==> src/rtl/psram_line_reader.sv <==
// psram_line_reader
//   Read-only burst initiator for one client port of the PSRAM arbiter.
//   A start pulse launches a run of num_bursts consecutive read bursts
//   beginning at base_addr; each returned word lands in an internal FIFO
//   drained by a display/DMA consumer. Single clock domain (psramclk).
//
// Ports
//   psramclk, rst_psclk          : clock, synchronous active-high reset
//   start, base_addr, num_bursts : run request and its parameters
//   busy, done                   : run in progress / end-of-run pulse
//   cmd, cmd_en, addr, wdata,
//   mask, cmd_ready              : arbiter command handshake (read only)
//   rdata, rvalid                : returned burst data from the arbiter
//   fifo_rd_en, fifo_rdata,
//   fifo_rvalid, fifo_empty,
//   fifo_level                   : consumer side of the FIFO
//   overflow                     : sticky, a returned word hit a full FIFO
module psram_line_reader #(
  parameter int BURST_WORDS = 16,
  parameter int ADDR_STEP   = 32,
  parameter int FIFO_AW     = 6
) (
  input  logic               psramclk,
  input  logic               rst_psclk,
  input  logic               start,
  input  logic [22:0]        base_addr,
  input  logic [7:0]         num_bursts,
  output logic               busy,
  output logic               done,
  output logic               cmd,
  output logic               cmd_en,
  output logic [22:0]        addr,
  output logic [31:0]        wdata,
  output logic [3:0]         mask,
  input  logic               cmd_ready,
  input  logic [31:0]        rdata,
  input  logic               rvalid,
  input  logic               fifo_rd_en,
  output logic [31:0]        fifo_rdata,
  output logic               fifo_rvalid,
  output logic               fifo_empty,
  output logic [FIFO_AW:0]   fifo_level,
  output logic               overflow
);

  localparam int DEPTH = 1 << FIFO_AW;
  localparam int CW    = $clog2(BURST_WORDS + 1);

  typedef enum logic [2:0] {IDLE, SPACE, REQ, DATA, DONE} state_t;

  state_t             r_state, w_state_nxt;
  logic               r_busy, w_busy_nxt;
  logic               r_done, w_done_nxt;
  logic               r_cmd_en, w_cmd_en_nxt;
  logic [22:0]        r_addr, w_addr_nxt;
  logic [7:0]         r_rem, w_rem_nxt;
  logic [CW-1:0]      r_cnt, w_cnt_nxt;

  logic [31:0]        r_mem [DEPTH];
  logic [FIFO_AW:0]   r_wr_ptr, r_rd_ptr;
  logic [31:0]        r_fifo_rdata;
  logic               r_fifo_rvalid;
  logic               r_overflow;

  logic [FIFO_AW:0]   w_level;
  logic               w_full, w_empty, w_push, w_pop, w_space_ok;

  // Extra pointer bit distinguishes full from empty.
  assign w_level    = r_wr_ptr - r_rd_ptr;
  assign w_full     = (w_level == (FIFO_AW+1)'(DEPTH));
  assign w_empty    = (w_level == '0);
  assign w_push     = rvalid & ~w_full;
  assign w_pop      = fifo_rd_en & ~w_empty;
  // Only request a burst once the whole burst is guaranteed to fit.
  assign w_space_ok = (w_level <= (FIFO_AW+1)'(DEPTH - BURST_WORDS));

  always_comb begin
    w_state_nxt  = r_state;
    w_busy_nxt   = r_busy;
    w_done_nxt   = 1'b0;
    w_cmd_en_nxt = r_cmd_en;
    w_addr_nxt   = r_addr;
    w_rem_nxt    = r_rem;
    w_cnt_nxt    = rvalid ? r_cnt + CW'(1) : r_cnt;
    case (r_state)
      IDLE: begin
        if (start) begin
          w_addr_nxt  = base_addr;
          w_rem_nxt   = num_bursts;
          w_cnt_nxt   = '0;
          w_busy_nxt  = 1'b1;
          w_state_nxt = (num_bursts == 8'd0) ? DONE : SPACE;
        end
      end
      SPACE: begin
        if (w_space_ok) begin
          w_cmd_en_nxt = 1'b1;
          w_state_nxt  = REQ;
        end
      end
      REQ: begin
        if (cmd_ready) begin
          w_cmd_en_nxt = 1'b0;
          w_addr_nxt   = r_addr + 23'(ADDR_STEP);
          w_rem_nxt    = r_rem - 8'd1;
          w_state_nxt  = DATA;
        end
      end
      DATA: begin
        // One outstanding burst only: the arbiter steers rvalid by its last grant.
        if (rvalid && (r_cnt == CW'(BURST_WORDS - 1))) begin
          w_cnt_nxt   = '0;
          w_state_nxt = (r_rem == 8'd0) ? DONE : SPACE;
        end
      end
      DONE: begin
        w_done_nxt  = 1'b1;
        w_busy_nxt  = 1'b0;
        w_state_nxt = IDLE;
      end
      default: w_state_nxt = IDLE;
    endcase
  end

  always_ff @(posedge psramclk) begin
    if (rst_psclk) begin
      r_state  <= IDLE;
      r_busy   <= 1'b0;
      r_done   <= 1'b0;
      r_cmd_en <= 1'b0;
      r_addr   <= '0;
      r_rem    <= '0;
      r_cnt    <= '0;
    end else begin
      r_state  <= w_state_nxt;
      r_busy   <= w_busy_nxt;
      r_done   <= w_done_nxt;
      r_cmd_en <= w_cmd_en_nxt;
      r_addr   <= w_addr_nxt;
      r_rem    <= w_rem_nxt;
      r_cnt    <= w_cnt_nxt;
    end
  end

  // FIFO control
  always_ff @(posedge psramclk) begin
    if (rst_psclk) begin
      r_wr_ptr      <= '0;
      r_rd_ptr      <= '0;
      r_fifo_rvalid <= 1'b0;
      r_overflow    <= 1'b0;
    end else begin
      if (w_push) r_wr_ptr <= r_wr_ptr + 1'b1;
      if (w_pop)  r_rd_ptr <= r_rd_ptr + 1'b1;
      r_fifo_rvalid <= w_pop;
      if (rvalid && w_full) r_overflow <= 1'b1;
    end
  end

  // FIFO storage and read data (no reset on the data path)
  always_ff @(posedge psramclk) begin
    if (w_push) r_mem[r_wr_ptr[FIFO_AW-1:0]] <= rdata;
    if (w_pop)  r_fifo_rdata <= r_mem[r_rd_ptr[FIFO_AW-1:0]];
  end

  assign busy        = r_busy;
  assign done        = r_done;
  assign cmd         = 1'b0;
  assign cmd_en      = r_cmd_en;
  assign addr        = r_addr;
  assign wdata       = 32'd0;
  assign mask        = 4'd0;
  assign fifo_rdata  = r_fifo_rdata;
  assign fifo_rvalid = r_fifo_rvalid;
  assign fifo_empty  = w_empty;
  assign fifo_level  = w_level;
  assign overflow    = r_overflow;

endmodule

==> config.mk <==
export PLATFORM = sky130hd
export DESIGN_NAME = psram_line_reader
export DESIGN_NICKNAME = d
export VERILOG_FILES = /design/src/rtl/psram_line_reader.sv
export SDC_FILE = /design/constraint.sdc
export NUM_CORES = 2
export LEC_CHECK = 0
export CAP_MARGIN = 20
export CORE_MARGIN = 8
export CORE_UTILIZATION = 45
export CTS_CLUSTER_SIZE = 16
export DETAILED_ROUTE_END_ITERATION = 12
export PLACE_DENSITY_LB_ADDON = 0.05
export SLEW_MARGIN = 20
export SYNTH_ARGS = -nofsm -noshare
export SYNTH_HDL_FRONTEND = slang
export SYNTH_SLANG_ARGS = --single-unit
==> constraint.sdc <==
create_clock -name psramclk -period 5.13 [get_ports psramclk]
set_input_delay 0.513 -clock psramclk [delete_from_list [all_inputs] [get_ports psramclk]]
set_output_delay 0.513 -clock psramclk [all_outputs]
set_load 0.02 [all_outputs]
==> flow_summary_export.csv <==
group,metric,value,unit
route,wl_per_cell,32.52,um
critical_path,rr_worst_depth,11,
logic_synthesis,synthArstFlopShare,0,%
die,core_area,0.1829,mm^2
logic_synthesis,yosysWarnings,0,
logic_synthesis,ys.flop_type,"edfxtp_1",
die,start_util,45.25,%
logic_synthesis,synthTopCellsByCount,"edfxtp_1 (2,080), mux4_2 (585), nor2_1 (165), nand2_1 (164), clkbuf_1 (106)",
clocking,cts_buffer_depth,3,
critical_path,crit_arrival,4.24,ns
final_layout,nNetsFinal,4226,
timing,maxSlewViolCount,0,
placed_design,gp_routability_congestion,0.8096,
timing,tns,0,ns
timing,fin_ws,0.3806,ns
power_and_ir_drop,p_clk_share,36.9,%
timing,hold_violations,0,
final_layout,syn_to_final_growth,15.31,%
clocking,clock_latency,0.84,ns
critical_path,rr_startpoint,"r_wr_ptr[0]",
route,drc,0,
critical_path,endpoint,"fifo_empty",
clocking,cts_tree,"done",
clocking,cts.clk_slew.worst_paths,0.06,ns
critical_path,worstSetupPathType,"reg2out",
route,via_per_inst,5.872,
critical_path,crit_path_start,"r_wr_ptr[0]",
clocking,cts_sinks,2138,
status,status,"complete, no violations",
placed_design,dp_hpwl,133500,um
logic_synthesis,synth_top_area_share,75.47,%
logic_synthesis,syn_area_per_cell,21.82,um^2
flow_run,maxCapViolations,0,
final_layout,drive_gt1_share,28.10,%
power_and_ir_drop,combPwrFrac,16.4,%
placed_design,portBuffers,136,
timing,fin_worst_skew,0.03295,ns
critical_path,r2r-end,"r_mem[23][4]",
clocking,cts_root_buf,"clkbuf_16",
route,dr.pass1.iters,7,
timing,fin_crit,4.749,ns
die,die-height,444.8,um
clocking,cts_made_buffers,220,
critical_path,cp.required,4.62,ns
clocking,postCtsSetupBuffers,0,
logic_synthesis,ys_top_cells_by_area,"edfxtp_1 (75%), mux4_2 (16%), dfxtp_1 (1.4%)",
die,io_pins,174,
global_route,track_usage,22.10,%
timing,rsz0062_at_grt,"false",
logic_synthesis,ys_seq_area_share,76.88,%
power_and_ir_drop,p_int,0.03139,W
clocking,htreeDepth,4,
critical_path,worst_setup_path_end_kind,"primary output",
logic_synthesis,yosysMostFrequentCell,"edfxtp_1",
die,row_count,157,
global_route,grt_pass1_vias,40224,
global_route,grt_start_max_net_pins,122,
power_and_ir_drop,p_sw,0.01084,W
power_and_ir_drop,p_seq_share,46.7,%
global_route,grt_antenna_before_repair,9,
power_and_ir_drop,p_per_area,442.5,mW/mm^2
logic_synthesis,synth_cell_type_count,71,
global_route,grt_pass1_wl,314800,um
logic_synthesis,syn_area,0.08276,mm^2
power_and_ir_drop,irDropWorstVdd,0.0003231,V
timing,fmax,0.2106,GHz
logic_synthesis,synth_top_cell_by_area,"edfxtp_1",
timing,finalSetupViolCount,0,
logic_synthesis,synth_edf_count,2080,
timing,worst_slew_pin_slew,1.131,ns
route,vias,39966,
power_and_ir_drop,total_leakage_power,29.58,nW
critical_path,path_max_fanout,10,
logic_synthesis,synth.ff_latch_count,2138,
power_and_ir_drop,switching_share,25.67,%
route,routed_wl,221400,um
critical_path,cp-start-kind,"flip-flop",
die,dieArea,0.1979,mm^2
logic_synthesis,netlist_instances,3793,
timing,max-slew-margin-rel,24.39,%
final_layout,fin_util,52.18,%
route,drtIter0Drc,4380,
critical_path,r2r_setup_slack,0.72,ns
route,ant_nets,0,
placed_design,place_ws,0.8171,ns
global_route,grt-ovfl-total,0,
die,die_w,444.8,um
timing,timing.final.crit_share,92.58,%
hold_path,hold_path_class,"in2reg",
-- worst max-delay path, stage by stage, from the launching register on --
cell and delay [ns]:
dfxtp_1 0.51, clkinv_1 0.16, ha_1 0.25, fa_1 0.40
nand2b_1 0.17, a211oi_1 0.29, mux2i_1 0.21, and2_1 0.34
buf_4 0.27, nand2_1 0.13, inv_1 0.07, clkdlybuf4s50_1 0.60
-- power by group through the flow --
stage          sequential (W)  combinational (W)  clock (W)
3_3_place_gp           0.0201            0.00706          0
5_1_grt                0.0197            0.00736     0.0166
6_report               0.0197            0.00694     0.0156
4_1_cts                0.0197            0.00707     0.0159
3_5_place_dp           0.0201            0.00706          0
2_1_floorplan          0.0201            0.00421          0
-- placed cells by master (no fill, tap or decap), types with 8 or more instances in the layout --
cell type,instances
clkinv_1,55
dfxtp_1,54
nand2b_1,10
nand3_1,38
nand2_1,164
o21ai_0,27
o22ai_1,26
clkbuf_16,224
clkdlybuf4s50_1,103
nand4_1,9
and3_1,20
clkinv_2,37
mux2_2,10
nor3_1,22
buf_12,21
nor3_2,9
ha_1,13
buf_2,23
buf_4,179
a211oi_1,28
mux4_2,585
a31oi_1,36
and2_1,20
clkbuf_1,62
bufinv_16,18
edfxtp_1,2080
inv_1,16
a21oi_1,46
nor2_4,56
nor4_1,8
mux2i_1,41
nor2b_1,11
nor2_1,108
a221oi_1,14
conb_1,37
a221o_1,8
-- registers in the layout, summed over array words and instances, names as in the netlist, 3 cells and up --
signal,count
r_mem,2048
r_state,3
r_rd_ptr,7
r_wr_ptr,7
fifo_rdata,32
addr,23
r_rem,8
r_cnt,5
-- per-layer routing --
layer	track usage [%]	wire length [um]	vias up
met5	0	13	-
met4	4.217	3653	2
met3	3.867	14320	251
met2	34.69	104200	1359
met1	33.11	99190	21720
li1	-	-	16634
-- cell families (layout without fill, tap and decap cells) --
| group | after synthesis | in the layout | share of synthesized area (%) |
|---|---|---|---|
| adders and majority gates | 14 | 14 | 0.2207 |
| muxes | 636 | 636 | 16.55 |
| xor gates and xnor gates | 8 | 8 | 0.08466 |
| other | 1 | 41 | 0.004531 |
| DFF | 2138 | 2138 | 76.88 |
| buffers and inverters | 263 | 772 | 1.562 |
| AOI/OAI and AO/OA | 242 | 242 | 2.062 |
| and+or+nand+nor | 491 | 491 | 2.638 |
-- how the worst min path moves through the flow --
stage / depth (start not counted) / slack, ns / end / startpoint
finish: 2 / 0.16 / overflow / rst_psclk
global route: 2 / 0.13 / overflow / rst_psclk
CTS: 2 / 0.1 / overflow / rst_psclk
detailed placement: 2 / 0.46 / overflow / overflow
global placement: 2 / 0.45 / overflow / overflow
floorplan: 2 / 0.46 / r_rem[6] / r_rem[6]
-- through the flow --
stage	cells	total power (W)	cell area, um^2	hold slack [ns]
6_report	6806	0.04223	95430	0.1647
5_1_grt	6802	0.04367	95420	0.1285
4_1_cts	6802	0.04272	95420	0.09673
3_5_place_dp	6384	0.02715	88370	0.4593
3_3_place_gp	6375	0.02714	88140	0.4492
2_1_floorplan	3829	0.02433	82890	0.4558
-- area by class of cell --
class                   instances  area (um^2)
fillers                     14420        87450
flip-flops and latches       2138        63640
clock inverters               131         1199
repair buffers                333         3085
multi-input cells            1428        18490
clock buffers                 286         5838
well taps                    2464         3083
diodes                          4        10.01
inverters                      22        91.34
-- repair_timing --
action                    in CTS  in global routing
hold buffers                   1                  0
hold endpoints to repair      10                  0
gates resized for setup        0                  0
Power figures use the tool's default switching activity.
